===== config.mk =====
export PLATFORM = sky130hd
export DESIGN_NAME = wb_port_arbiter
export DESIGN_NICKNAME = d
export VERILOG_FILES = /design/src/rtl/wb_port_arbiter_pkg.sv /design/src/rtl/wb_port_arbiter_rr_grant.sv /design/src/rtl/wb_port_arbiter.sv
export SDC_FILE = /design/constraint.sdc
export NUM_CORES = 1
export LEC_CHECK = 0
export ABC_AREA = 1
export BUFFER_PORTS_ARGS = -buffer_cell sky130_fd_sc_hd__buf_2
export CAP_MARGIN = 0
export CORE_AREA = 2 2 172 174
export DETAILED_ROUTE_END_ITERATION = 10
export DIE_AREA = 0 0 174 176
export GPL_TIMING_DRIVEN = 0
export PLACE_DENSITY = 0.5
export SLEW_MARGIN = 20
export SYNTH_ARGS = -nofsm -noshare
export SYNTH_HDL_FRONTEND = slang
export SYNTH_SLANG_ARGS = --single-unit
export TNS_END_PERCENT = 50

===== constraint.sdc =====
create_clock -name clk -period 3.6 [get_ports clk]
set_clock_uncertainty 0.1 [all_clocks]
set_input_delay 0.54 -clock clk [delete_from_list [all_inputs] [get_ports clk]]
set_output_delay 0.54 -clock clk [all_outputs]
set_load 0.005 [all_outputs]

===== src/rtl/wb_port_arbiter_pkg.sv =====
// Shared types and constants for the ROB writeback-port arbiter.
// Supplies default data/type/tag widths when the build does not define them.
`ifndef WORD_SIZE
`define WORD_SIZE 32
`endif
`ifndef INSTR_TYPE_SZ
`define INSTR_TYPE_SZ 4
`endif
`ifndef ROB_ENTRY_WIDTH
`define ROB_ENTRY_WIDTH 6
`endif

package wb_port_arbiter_pkg;

    localparam int PKG_WORD_SIZE     = `WORD_SIZE;
    localparam int PKG_INSTR_TYPE_SZ = `INSTR_TYPE_SZ;
    localparam int PKG_ROB_ID_W      = `ROB_ENTRY_WIDTH;

    localparam int WB_SRC_ALU = 0;
    localparam int WB_SRC_MUL = 1;
    localparam int WB_SRC_MEM = 2;

    typedef struct packed {
        logic [PKG_INSTR_TYPE_SZ-1:0] instruction_type;
        logic [PKG_WORD_SIZE-1:0]     pc;
        logic [PKG_WORD_SIZE-1:0]     data;
        logic                         exception;
        logic [PKG_WORD_SIZE-1:0]     virtual_addr_exception;
        logic [PKG_ROB_ID_W-1:0]      rob_id;
    } wb_entry_t;

endpackage


===== src/rtl/wb_port_arbiter_rr_grant.sv =====
// Rotating-priority picker: first set request at or above ptr, wrapping modulo N_REQ.
// Purely combinational; returns a one-hot grant and the matching index.
module rr_grant #(
    parameter  int N_REQ = 3,
    localparam int IDX_W = $clog2(N_REQ)
) (
    input  logic [N_REQ-1:0] req,
    input  logic [IDX_W-1:0] ptr,
    output logic [N_REQ-1:0] grant,
    output logic [IDX_W-1:0] idx
);

    always_comb begin
        int   j;
        logic found;
        grant = '0;
        idx   = '0;
        found = 1'b0;
        j     = 0;
        for (int k = 0; k < N_REQ; k++) begin
            j = int'(ptr) + k;
            if (j >= N_REQ) j = j - N_REQ;
            if (!found && req[j]) begin
                grant[j] = 1'b1;
                idx      = IDX_W'(j);
                found    = 1'b1;
            end
        end
    end

endmodule


===== src/rtl/wb_port_arbiter.sv =====
// Shares the single ROB writeback port among the execution pipelines through a one-entry slot.
// WB_ARB_ROUND_ROBIN_EN selects round-robin grant; otherwise the highest index wins.
module wb_port_arbiter
    import wb_port_arbiter_pkg::*;
#(
    parameter  int WORD_SIZE     = PKG_WORD_SIZE,
    parameter  int INSTR_TYPE_SZ = PKG_INSTR_TYPE_SZ,
    parameter  int N_REQ         = 3,
    localparam int IDX_W         = $clog2(N_REQ),
    localparam int ROB_W         = PKG_ROB_ID_W
) (
    input  logic                           clk,
    input  logic                           reset,
    input  logic                           flush,
    input  logic [N_REQ-1:0]               req_valid,
    output logic [N_REQ-1:0]               req_ready,
    input  logic [N_REQ*INSTR_TYPE_SZ-1:0] req_instruction_type,
    input  logic [N_REQ*WORD_SIZE-1:0]     req_pc,
    input  logic [N_REQ*WORD_SIZE-1:0]     req_data,
    input  logic [N_REQ-1:0]               req_exception,
    input  logic [N_REQ*WORD_SIZE-1:0]     req_virtual_addr_exception,
    input  logic [N_REQ*ROB_W-1:0]         req_rob_id,
    input  logic                           rob_wb_ready,
    output logic                           wb_valid,
    output logic [INSTR_TYPE_SZ-1:0]       wb_instruction_type,
    output logic [WORD_SIZE-1:0]           wb_pc,
    output logic [WORD_SIZE-1:0]           wb_data,
    output logic                           wb_exception,
    output logic [WORD_SIZE-1:0]           wb_virtual_addr_exception,
    output logic [ROB_W-1:0]               wb_rob_id,
    output logic [IDX_W-1:0]               wb_src
);

    logic [N_REQ-1:0] w_grant;
    logic [IDX_W-1:0] w_win;
    logic             w_slot_free;
    logic             w_accept;
    wb_entry_t        w_sel;
    wb_entry_t        r_slot;
    logic             r_wb_valid;
    logic [IDX_W-1:0] r_wb_src;

`ifdef WB_ARB_ROUND_ROBIN_EN
    logic [IDX_W-1:0] r_rr_ptr;

    rr_grant #(.N_REQ(N_REQ)) u_grant (
        .req   (req_valid),
        .ptr   (r_rr_ptr),
        .grant (w_grant),
        .idx   (w_win)
    );

    always_ff @(posedge clk or posedge reset) begin
        if (reset) begin
            r_rr_ptr <= '0;
        end else if (w_accept) begin
            r_rr_ptr <= (w_win == IDX_W'(N_REQ - 1)) ? '0 : w_win + IDX_W'(1);
        end
    end
`else
    logic [N_REQ-1:0] w_req_rev;
    logic [N_REQ-1:0] w_grant_rev;
    logic [IDX_W-1:0] w_idx_rev;

    // Bit-reversing the request vector turns a fixed pointer of zero into highest-index-first.
    always_comb begin
        w_req_rev = '0;
        w_grant   = '0;
        for (int k = 0; k < N_REQ; k++) begin
            w_req_rev[k] = req_valid[N_REQ-1-k];
            w_grant[k]   = w_grant_rev[N_REQ-1-k];
        end
    end

    assign w_win = IDX_W'(N_REQ - 1) - w_idx_rev;

    rr_grant #(.N_REQ(N_REQ)) u_grant (
        .req   (w_req_rev),
        .ptr   ('0),
        .grant (w_grant_rev),
        .idx   (w_idx_rev)
    );
`endif

    assign w_slot_free = !r_wb_valid || rob_wb_ready;
    assign w_accept    = (|w_grant) && w_slot_free && !flush;
    assign req_ready   = w_grant & {N_REQ{w_slot_free && !flush && !reset}};

    always_comb begin
        w_sel = '0;
        for (int k = 0; k < N_REQ; k++) begin
            if (w_grant[k]) begin
                w_sel.instruction_type       = req_instruction_type[k*INSTR_TYPE_SZ +: INSTR_TYPE_SZ];
                w_sel.pc                     = req_pc[k*WORD_SIZE +: WORD_SIZE];
                w_sel.data                   = req_data[k*WORD_SIZE +: WORD_SIZE];
                w_sel.exception              = req_exception[k];
                w_sel.virtual_addr_exception = req_virtual_addr_exception[k*WORD_SIZE +: WORD_SIZE];
                w_sel.rob_id                 = req_rob_id[k*ROB_W +: ROB_W];
            end
        end
    end

    // Flush wins over both a consume and a new accept; payload is left as-is when the slot empties.
    always_ff @(posedge clk or posedge reset) begin
        if (reset) begin
            r_wb_valid <= 1'b0;
            r_slot     <= '0;
            r_wb_src   <= IDX_W'(WB_SRC_ALU);
        end else if (flush) begin
            r_wb_valid <= 1'b0;
        end else if (w_accept) begin
            r_wb_valid <= 1'b1;
            r_slot     <= w_sel;
            r_wb_src   <= w_win;
        end else if (rob_wb_ready) begin
            r_wb_valid <= 1'b0;
        end
    end

    assign wb_valid                  = r_wb_valid;
    assign wb_instruction_type       = r_slot.instruction_type;
    assign wb_pc                     = r_slot.pc;
    assign wb_data                   = r_slot.data;
    assign wb_exception              = r_slot.exception;
    assign wb_virtual_addr_exception = r_slot.virtual_addr_exception;
    assign wb_rob_id                 = r_slot.rob_id;
    assign wb_src                    = r_wb_src;

endmodule


==> results by stage, run 1 <==
Timing:
- The final clock period utilization by the worst path is 0.760.
- The time the final worst path needs with I/O delays and setup is 2.74 ns.
- Setup repair after global routing left no endpoint under its margin.
- The final count of pins violating max slew is 0.
- The slack of the critical path is 0.863 ns.
- Headroom to the max-slew limit came out at 0.513.
- For the pin with the worst max-slew slack, the measured transition is 0.731 ns.
- The count of endpoints failing setup in the final report is 0.
- Setup total negative slack on the finished layout was measured at 0 ns.
- Hold is met by 0.375 ns.
- The achievable frequency is 365 MHz.
- The total count of hold-check failures in the final report is 0.

Final layout:
- The final core area utilization is 0.336.
- The commonest non-fill, non-tap cell in the layout is sky130_fd_sc_hd__buf_2.
- The repair_antennas step left the layout with diodes totalling 0.
- The library cells used most frequently in the layout, excluding fill and tap cells, are sky130_fd_sc_hd__buf_2 (465), sky130_fd_sc_hd__nand2_1 (437), sky130_fd_sc_hd__nand3_1 (321).
- After the flow finishes, the layout carries non-filler instances totaling 1810.
- The area added between synthesis and finish is 46.2%.
- The layout has 3235 filler cells.
- Of the cells placed in the final design, the portion with a size suffix greater than 1 is 0.354.
- The final net count is 1749.
- The cell area after layout is 9600 sq um.

Synth:
- The number of nets handed over by synthesis was 1296.
- For this run, the register share of the synthesized area comes to 0.419.
- In the post-synthesis netlist, the biggest area contributors are sky130_fd_sc_hd__dfrtp_1 (42%), sky130_fd_sc_hd__nand2_1 (25%), sky130_fd_sc_hd__nand3_1 (24%), sky130_fd_sc_hd__buf_6 (2.4%), sky130_fd_sc_hd__buf_2 (2.1%).
- Each instance of the synthesized netlist takes up on average 6.78 sq um.
- The number of synthesized register bits is 110.
- The share of synthesized area in the top cell type comes to 0.419.
- The number of cells produced by synthesis is 968.
- The count of different cell masters after synthesis is 14.
- The synthesized netlist occupies a cell area of 6560 sq um.
- During synthesis, Yosys emitted a total of 0 warnings.
- The cell type contributing the most total cell area after synthesis is sky130_fd_sc_hd__dfrtp_1.

Place:
- The total instance count after detailed placement is 1793.
- The post-placement worst setup slack is 1.09 ns.
- The HPWL after detailed placement is 24700 microns.
- The quantity of I/O buffers inserted on ports is 437.
- The cell area reported after detailed placement is 9310 sq um.
- The routability congestion estimate is 0.872.

Global routing:
- For this run, the total global-route usage over all layers was measured as 0.198.
- The remaining global-route overflow is 0.
- The initial antenna violation count is 2.
- The most congested layer reported by global routing is met2.
- The global-route track usage on met3 is 0.0429.
- The via count of the first global-routing pass is 8334.
- For this run, global-route usage on met2 was measured as 0.356.
- For this run, global-route usage on met1 was measured as 0.236.
- The largest net degree at the start of global routing is 31.
- The first global-routing pass estimated 46900 microns of wire.

CTS:
- The clock sink count is 110.
- After clock tree synthesis, the clock-pin slew on the worst setup and hold paths is 0.07 ns.
- The count of buffers added by post-CTS timing repair for setup is 0.
- The clock latency on the worst-skew pair is 0.35 ns.
- The worst-case clock buffer depth is 2.
- The number of levels in the clock H-tree is 3.
- The count of hold buffers inserted by post-cts repair is 1.
- TritonCTS built the clock tree.
- The number of buffers created by CTS is 9.
- The tree is rooted in a sky130_fd_sc_hd__clkbuf_16.
- Once the clock tree was built, the resizer swapped 0 gates to a different size.

Routing:
- In the final routed layout, each cell accounts on average for 17.1 microns.
- Once detail routing completed, the nets flagged for antenna violations numbered 0.
- The sum of routed wire length over all layers is 30900 microns.
- The average via count per standard cell is 4.62.
- The number of design-rule violations left by the first detailed-router iteration is 432.
- The detailed-route DRC error count is 0.
- The via total after detailed routing is 8359.
- The first-pass detailed-route iteration total is 5.

Worst setup path:
- The stage delay of the slowest cell on the critical path is 0.53 ns.
- On the critical path, the stage with the largest delay is an instance of sky130_fd_sc_hd__dlygate4sd3_1.
- The critical path starts at reset.
- The worst setup path is captured at an output pin.
- The setup slack on the worst flop-to-flop path is 1.84 ns.
- The critical path contains buffers and inverters numbering 6 combined.
- The endpoint identified for the worst register-to-register timing path is wb_pc[5]$_DFFE_PP0P_.
- Counting cells, the worst reg-to-reg path comes to 6.
- The beginning of the worst register-to-register path is wb_valid$_DFFE_PP0P_.
- The family with the most delay on the worst path is buffers and inverters.
- STA classifies the critical path startpoint as a primary input.
- The critical path required time is 2.96 ns.
- The signal on the critical path passes through dlygate4sd3_1 -> buf_2 -> clkinvlp_4 -> buf_12 -> buf_12 -> nand2_1 -> nor2_1 -> buf_2.
- Data on the critical path arrives at its endpoint at 2.10 ns.
- The worst setup path is of the in -> out kind.
- The largest fanout on the critical path is 30.

Worst hold path:
- The worst hold path terminates at wb_virtual_addr_exception[17]$_DFFE_PP0P_.
- The startpoint identified for the worst hold timing path is wb_virtual_addr_exception[17]$_DFFE_PP0P_.
- The class of the worst hold path is reg -> reg.
- Counting instances, the worst hold path has a depth of 2.

Power and ir drop:
- IR analysis of the VDD net gives a maximum drop of 0.000158 V.
- The areal power density over the cells is 368 nW/um^2.
- The sum of internal, switching and leakage power is 3.53 mW.
- The static leakage power is 5.49 nW.

Outcome:
- The flow ran to the end, and the final reports show no timing, DRC or antenna violations.

Die:
- The width of the die is 174 microns.
- During I/O placement, the number of pins put on the boundary was 441.
- The core region is 28500 sq um.
- The number of cell rows is 62.
- The initial standard-cell utilization of the core is 0.230.
- In this run the vertical extent of the chip is 176 microns.
- The die area is 30600 sq um.

Job:
- Across the run, the number of max-cap violations was 0.
## flip-flops by register name (all words and copies together) (netlist names)
signal,cells
wb_data,32
wb_exception,1
wb_pc,32
wb_instruction_type,4
wb_virtual_addr_exception,32
wb_src,2
wb_rob_id,6
wb_valid,1
## Yosys cell counts
cell,number
sky130_fd_sc_hd__buf_1,8
sky130_fd_sc_hd__nor2_8,1
sky130_fd_sc_hd__o21ai_0,3
sky130_fd_sc_hd__dfrtp_1,110
sky130_fd_sc_hd__inv_1,6
sky130_fd_sc_hd__a21oi_4,1
sky130_fd_sc_hd__inv_2,1
sky130_fd_sc_hd__nand2_1,437
sky130_fd_sc_hd__buf_4,4
sky130_fd_sc_hd__buf_6,14
sky130_fd_sc_hd__nor2_1,5
sky130_fd_sc_hd__buf_2,28
sky130_fd_sc_hd__clkbuf_1,29
sky130_fd_sc_hd__nand3_1,321
## tightest hold or removal path, delay by kind of cell, from the launching register on
family           cells  cell delay [ns]
AND/OR/NAND/NOR      2             0.11
flip-flops           1             0.34
## final cells by class
class	count	area (sq um)	area share
clock buffer	11	233	0.0243
clock inverter	5	40.0	0.00417
sequential	110	2750	0.287
tap	384	480	0.0501
inverter	7	30.0	0.00313
multi-input combinational	768	3320	0.346
buffer	83	467	0.0486
timing repair buffer	442	2280	0.237
## cell families (layout without fill, tap and decap cells)
family	Yosys count	count (layout)	share of synthesized area
buffers and inverters	90	548	0.0751
DFF	110	110	0.419
AOI/OAI and AO/OA	4	4	0.00477
and+or+nand+nor	764	764	0.501
## per-layer routing
layer  vias to the layer above  part of all wire
met2                       367              0.50
met3                        41             0.067
li1                       4077                 -
met4                         4             0.025
met1                      3870              0.41
met5                         -           0.00087
## worst max path at each step
stage,slack (ns),cells after the start,end
2_1_floorplan,0.44,3,req_ready[0]
3_3_place_gp,-0.95,5,req_ready[1]
3_5_place_dp,1.09,5,req_ready[1]
4_1_cts,0.83,8,req_ready[1]
5_1_grt,0.71,8,req_ready[0]
6_report,0.86,8,req_ready[1]
## power breakdown
part / internal (mW) / switching, mW / leakage, nW
Combinational: 0.452 / 0.576 / 3.97
Sequential: 1.42 / 0.103 / 1.39
Clock: 0.480 / 0.504 / 0.135
No activity file was read; power rests on OpenSTA's default activity.
==> run 2: changes to the inputs <==
- clock period: 3.6 -> 2.4 ns (I/O delays scaled with it)
==> run 2 against run 1 <==
Net effect:
- cell count stayed put
- utilization hardly changed
- sequential cell count stayed put
- critical path type unchanged
- die area stayed put
- cell area is 0.13% lower
- combinational power is 51% higher
- power is 51% higher
==> results by stage, run 2 (synthesis results as in run 1) <==
Outcome:
- The run finished with clean final reports.

Routing:
- The first-pass detailed-route iteration total is 4.
- In this run the remaining antenna-violating nets after routing total 0.
- The number of design-rule violations left by the first detailed-router iteration is 382.
- Summed over all layers, the routed wires come to 31400 microns.
- Dividing the detail-routed via count by the number of cells gives 4.58.
- The detailed router placed 8297 vias in this run.
- The routed length per instance is 17.3 microns.
- After detailed routing, the number of remaining DRC violations is 0.

Worst setup path:
- Data on the critical path is required at its endpoint by 1.94 ns.
- The endpoint identified for the worst register-to-register timing path is wb_rob_id[2]$_DFFE_PP0P_.
- The worst reg2reg path depth is 6.
- The startpoint type of the worst setup path is a primary input.
- The startpoint identified for the worst register-to-register timing path is wb_valid$_DFFE_PP0P_.
- The worst setup path is captured at an output pin.
- The setup slack on the worst flop-to-flop path is 0.69 ns.
- The largest fanout on the critical path is 10.
- The type of the worst setup path is in -> out.
- STA puts the critical path data arrival time at 1.75 ns.

CTS:
- Counting along the longest clock path gives a buffer depth of 2.
- In this run the number of H-tree levels came out at 3.
- Clock tree synthesis found a total of 110 sinks.
- The number of clock buffers added by TritonCTS is 9.
- Gates resized during post-CTS repair numbered 0.
- After clock tree synthesis, the clock-pin slew on the worst setup and hold paths is 0.08 ns.
- At the later pin of the worst-skew pair, clock insertion delay measures 0.36 ns.
- In this run the clock root is driven by a sky130_fd_sc_hd__clkbuf_16.
- The TritonCTS clock tree is done.

Place:
- The cell area reported after detailed placement is 9290 sq um.
- The post-placement worst setup slack is 0.170 ns.
- The quantity of I/O buffers inserted on ports is 437.
- At the end of routability-driven placement, the weighted congestion stood at 0.906.
- Summed over all nets, the half-perimeter wirelength after detailed placement is 24800 microns.

Die:
- The initial standard-cell utilization of the core is 0.230.
- The total area inside the core boundary comes to 28500 sq um.
- The height of the die is 176 microns.
- The initialized floorplan defines 62 standard-cell rows.
- The width of the die is 174 microns.
- Pin placement for this block handled 441 I/O pins.
- The die area is 30600 sq um.

Final layout:
- The final layout contains 1748 nets.
- In the final layout, the share of cells above drive strength 1 is 0.355.
- The area added between synthesis and finish is 46.0%.
- Leaving out fill and tap cells, the most frequent cells in the layout are sky130_fd_sc_hd__buf_2 (466), sky130_fd_sc_hd__nand2_1 (437), sky130_fd_sc_hd__nand3_1 (321).
- The cell area after layout is 9580 sq um.
- The commonest non-fill, non-tap cell in the layout is sky130_fd_sc_hd__buf_2.
- The number of inserted filler cells in the final layout is 3237.

Timing:
- The final count of pins violating max slew is 0.
- The final setup TNS is 0 ns.
- Setup violations remaining at the end of the flow were counted as 0.
- For the finished layout, the period the worst path requires is 2.21 ns.
- Setup repair after global routing left no endpoint under its margin.
- Measured against its own limit, the worst slew margin works out to 0.434.
- Across all setup checks in the final design, the least slack found is 0.191 ns.
- Timing would allow up to 453 MHz.
- The transition at the pin with the smallest max-transition slack is 0.849 ns.
- The final clock period utilization by the worst path is 0.921.
- The total count of hold-check failures in the final report was 0.

Global routing:
- The global-route track usage on met3 is 0.0413.
- The remaining global-route overflow is 0.
- For met1 alone, demand over resource in global routing was 0.247.
- The met2 capacity usage during global routing is 0.362.
- The initial antenna violation count is 2.
- The most congested layer reported by global routing is met2.
- The total routing usage reported by global routing is 0.201.
- The via count of the first global-routing pass is 8301.
- Entering global routing, the biggest net connects 33 pins.
- The first global-routing pass estimated 47300 microns of wire.

Worst hold path:
- The class of the worst hold path is in -> async.

Job:
- Max-cap violations in this run came to 0.

Power and ir drop:
- In this run the power density over the cells is 557 nW/um^2.
- VDD sags by at most 0.000281 V.
- The static leakage power is 5.49 nW.
[run 2: metal layers]
layer,vias to the layer above,routed length (microns),share of wire
met5,-,11,0.00035
met4,2,433,0.014
met3,24,2060,0.066
met2,352,15700,0.50
met1,3848,13200,0.42
li1,4071,-,-
[run 2: worst max-delay path, stage by stage]
cell and delay (ns):
sky130_fd_sc_hd__buf_2 0.41, sky130_fd_sc_hd__buf_1 0.57, sky130_fd_sc_hd__nand2_1 0.14, sky130_fd_sc_hd__nor2_1 0.12, sky130_fd_sc_hd__buf_2 0.13
[run 2: worst max path at each step]
stage / end / slack [ns] / start / depth (start not counted)
floorplan: req_ready[0] / -0.36 / reset / 3
global placement: req_ready[1] / -1.73 / reset / 5
detailed placement: req_ready[1] / 0.17 / reset / 6
CTS: req_ready[1] / 0.19 / req_valid[1] / 5
global route: req_ready[1] / 0.06 / req_valid[1] / 5
finish: req_ready[1] / 0.19 / req_valid[1] / 5
[run 2: cell type report]
cell class | instances | area [sq um] | area share
sequential | 110 | 2750 | 0.287
tap | 384 | 480 | 0.0501
clock inverter | 5 | 40.0 | 0.00418
buffer | 83 | 467 | 0.0487
inverter | 7 | 30.0 | 0.00313
multi-input combinational | 768 | 3320 | 0.346
clock buffer | 11 | 243 | 0.0253
antenna | 1 | 2.50 | 0.000261
timing repair buffer | 441 | 2250 | 0.235
[run 2: where the power goes]
part / switching, mW / total [mW] / leakage [nW] / internal [mW]
sequential: 0.148 / 2.28 / 1.39 / 2.13
combinational: 0.885 / 1.56 / 3.96 / 0.675
clock: 0.759 / 1.51 / 0.140 / 0.746
total: 1.79 / 5.34 / 5.49 / 3.55
[run 2: what timing repair did]
item	4_1_cts	5_1_grt
buffers inserted	0	0
endpoints found under the hold margin	21	0
hold buffers	1	0
[run 2: per-stage QoR]
step,hold slack [ns],std cells,power [mW],utilization
floorplan,0.372,968,3.00,-
global placement,0.358,1789,3.88,0.323
detailed placement,0.358,1792,3.90,0.326
CTS,0.0513,1809,5.46,0.336
global route,0.0450,1809,5.70,0.336
finish,0.0416,1810,5.34,0.336
==> run 3: changes to the inputs <==
- ABC_AREA: 1 -> not set
- PLACE_DENSITY: 0.5 -> 0.51
==> run 3 against run 2 <==
Net effect:
- worst hold slack gained 0.16 ns
- count of clock-buffer cells in the layout grew 1
- die area is the same
- worst setup slack lost 0.048 ns
- cell count shrank 13%
- register-to-register slack lost 0.49 ns
- critical path type unchanged
- first-iteration DRC count shrank 8.4%
- synthesized cell count shrank 24%
- cell area grew 4.3%
- area after synthesis grew 5.7%
==> results by stage, run 3 <==
Worst setup path:
- STA classifies the critical path endpoint as an output pin.
- Traced cell by cell, the critical path runs through dlygate4sd3_1 -> buf_2 -> nor3_1 -> nor3b_1 -> buf_2.
- For the worst setup path, the data required time is 1.94 ns.
- By instance count, the cell type seen most on the critical path is sky130_fd_sc_hd__buf_2.
- In this design, the largest share of critical-path delay is due to buffers and inverters.
- The startpoint type of the worst setup path is a primary input.
- The largest individual stage delay along the critical path comes from the cell sky130_fd_sc_hd__dlygate4sd3_1.
- The stage delay of the slowest cell on the critical path is 0.54 ns.
- The type of the worst setup path is in -> out.
- The largest fanout on the critical path is 3.
- The count of buffer and inverter cells on the critical path is 3.
- The endpoint arrival time on the critical path is 1.80 ns.

Synth:
- By count the netlist is led by sky130_fd_sc_hd__a21oi_1 (214), sky130_fd_sc_hd__dfrtp_1 (110), sky130_fd_sc_hd__nor2b_1 (109), sky130_fd_sc_hd__nand3b_1 (107), sky130_fd_sc_hd__mux2_2 (88).
- The netlist area before placement is 6940 sq um.
- Among all cell types in the netlist, the one instantiated most often is sky130_fd_sc_hd__a21oi_1.
- The number of cells produced by synthesis is 734.
- The post-synthesis net count is 1062.
- The fraction of synthesized cell area taken by the top area cell type is 0.397.
- The share of the Yosys chip area taken by registers is 0.397.
- The average size of a mapped cell is 9.45 sq um.
- The Yosys step of the flow raised 0 warnings.
- Among all flip-flop cells after synthesis, the most frequent one is sky130_fd_sc_hd__dfrtp_1.
- Summed over all instances, the cell type with the most area after synthesis is sky130_fd_sc_hd__dfrtp_1.
- The count of different cell masters after synthesis is 21.
- After synthesis, the cell types taking the most area are sky130_fd_sc_hd__dfrtp_1 (40%), sky130_fd_sc_hd__a21oi_1 (15%), sky130_fd_sc_hd__mux2_2 (14%), sky130_fd_sc_hd__nand3b_1 (12%), sky130_fd_sc_hd__nor2b_1 (9.8%).
- The number of synthesized register bits is 110.
- The fraction of synthesis flops using an asynchronous set or reset pin is 1.00.
- In this run, synthesis inferred 0 flip-flops with an integrated enable.

Global routing:
- The most congested layer reported by global routing is met2.
- The via count of the first global-routing pass was 7468.
- The met1 capacity usage during global routing is 0.254.
- The global-route track usage on met3 is 0.0334.
- The initial antenna violation count was 2.
- The first global-routing pass estimated 45200 microns of wire.
- The total routing usage reported by global routing is 0.193.
- The largest net degree at the start of global routing is 32.
- The remaining global-route overflow is 0.
- In the global route stage, met2 resource usage came out at 0.333.

Place:
- The HPWL after detailed placement is 24100 microns.
- The quantity of I/O buffers inserted on ports is 439.
- Once placement completed, the tool counted placed cells totaling 1561.
- Timing analysis after detailed placement gives a worst setup slack of -0.103 ns.
- At the end of routability-driven placement, the weighted congestion stood at 0.856.
- The cell area reported after detailed placement is 9700 sq um.

CTS:
- Once the clock tree was built, the setup fixing pass inserted 0 buffers.
- TritonCTS built the clock tree.
- The clock latency on the worst-skew pair is 0.34 ns.
- The CTS root buffer is sky130_fd_sc_hd__clkbuf_16.
- The number of levels in the clock H-tree is 3.
- The number of clock buffers added by TritonCTS is 9.
- After clock tree synthesis, the clock-pin slew on the worst setup and hold paths is 0.07 ns.
- Post-CTS repair changed the size of 0 cells.
- The worst-case clock buffer depth is 2.
- The clock sink count is 110.

Final layout:
- In the final layout, the share of cells above drive strength 1 is 0.485.
- Leaving out fill and tap cells, the most frequent cell in the layout is sky130_fd_sc_hd__buf_2.
- The antenna diode instance count is 0.
- After filler insertion, the fill cell instance count of the layout stands at 3080.
- In the final layout, flip-flops and latches occupy 2750 sq um.
- The finished cells cover 10000 sq um.
- Measured on the finished design, the core utilization comes to 0.350.
- Summing all multi-input logic gate instances after layout gives 3850 sq um.
- The top cell types in the final layout, fill and taps aside, are sky130_fd_sc_hd__buf_2 (464), sky130_fd_sc_hd__a21oi_1 (214), sky130_fd_sc_hd__dfrtp_1 (110).
- The area growth from synthesis to layout is 44.2%.
- The final net count is 1514.
- The post-layout instance count excluding filler cells is 1575.

Die:
- After floorplanning, the core was sized to cover 28500 sq um.
- The initial standard-cell utilization of the core is 0.243.
- The die is 174 microns wide.
- The die area is 30600 sq um.
- From bottom edge to top edge, the die measures 176 microns.
- The initialized floorplan defines 62 standard-cell rows.
- The top-level port count is 441.

Timing:
- The transition at the pin with the smallest max-transition slack is 0.672 ns.
- The total count of hold-check failures in the final report is 0.
- The slack of the critical path is 0.142 ns.
- Setup repair after global routing left no endpoint under its margin.
- Based on the critical path, the design can be clocked at up to 443 MHz.
- For the final routed database, the setup TNS stands at 0 ns.
- The final count of pins violating max slew is 0.
- The routed design could run at a clock period as short as 2.26 ns.
- The final clock period utilization by the worst path is 0.941.
- The count of endpoints failing setup in the final report is 0.
- In this run the tightest slew margin relative to its limit is 0.551.

Routing:
- The detail route stage leaves a number of antenna-violating nets equal to 0.
- After detailed routing, the average wire length per cell comes to 19.4 microns.
- The first detailed-routing pass ran for 4 iterations.
- The detailed-route DRC error count is 0.
- The via total after detailed routing is 7382.
- Using the TritonRoute via totals, the vias-per-cell ratio works out to 4.69.
- For this block, the routed nets add up to 30500 microns of wire.
- The number of design-rule violations left by the first detailed-router iteration is 350.

Job:
- Across the run, the number of max-cap violations was 0.

Power and ir drop:
- Power spread over the standard cell area amounts to 567 nW/um^2.
- VDD sags by at most 0.000383 V.
- The static leakage power is 4.55 nW.

Outcome:
- The run finished with clean final reports.

Worst hold path:
- In this run the worst hold path is classified as in -> reg.
## run 3: logic make-up (layout without fill, tap and decap cells)
kind of cell,after synthesis,after routing,share of synthesized area
DFF,110,110,0.397
muxes,107,107,0.174
buffers and inverters,75,532,0.0483
AOI/OAI and AO/OA,217,217,0.158
and+or+nand+nor,225,225,0.223
## run 3: through the flow
step,power (mW),hold WS [ns]
final,5.67,0.203
after global routing,6.03,0.212
after CTS,5.79,0.181
after detailed placement,4.18,0.335
after global placement,4.15,0.364
after floorplan,3.20,0.326
## run 3: final cells by class
| cell class | count | share of cell area |
|---|---|---|
| plain buffers | 68 | 0.0309 |
| well taps | 384 | 0.0480 |
| clock buffers | 12 | 0.0266 |
| multi-input cells | 549 | 0.385 |
| flip-flops and latches | 110 | 0.275 |
| repair buffers | 444 | 0.229 |
| inverters | 4 | 0.00188 |
| clock inverters | 4 | 0.00375 |
## run 3: worst paths after layout
| kind | slack [ns] | end | cells past startpoint | from |
|---|---|---|---|---|
| worst min-delay path | 0.20 | wb_valid$_DFFE_PP0P_ | 2 | flush |
| worst max-delay path | 0.14 | req_ready[1] | 5 | reset |
| max in group asynchronous | 1.03 | wb_data[13]$_DFFE_PP0P_ | 6 | reset |
| min in group asynchronous | 0.52 | wb_virtual_addr_exception[0]$_DFFE_PP0P_ | 4 | reset |
| worst min register to register | 0.38 | wb_virtual_addr_exception[18]$_DFFE_PP0P_ | 1 | wb_virtual_addr_exception[18]$_DFFE_PP0P_ |
| worst max register to register | 0.20 | wb_virtual_addr_exception[10]$_DFFE_PP0P_ | 5 | wb_valid$_DFFE_PP0P_ |
## run 3: layer usage
| layer | routed length [microns] | up-vias |
|---|---|---|
| met5 | 13 | - |
| met4 | 406 | 2 |
| met3 | 1510 | 26 |
| met2 | 15200 | 257 |
| met1 | 13400 | 3598 |
| li1 | - | 3499 |
## run 3: what timing repair did
action | CTS | global route
cloned | 0 | 0
endpoints found under the setup margin | 1 | 2
endpoints found under the hold margin | 27 | 0
hold buffers | 1 | 0
## run 3: power by group
| part | internal [mW] | switching (mW) | leakage [nW] | total (mW) |
|---|---|---|---|---|
| Clock | 0.808 | 0.747 | 0.151 | 1.56 |
| Sequential | 2.20 | 0.166 | 1.29 | 2.37 |
| Combinational | 0.915 | 0.839 | 3.12 | 1.75 |
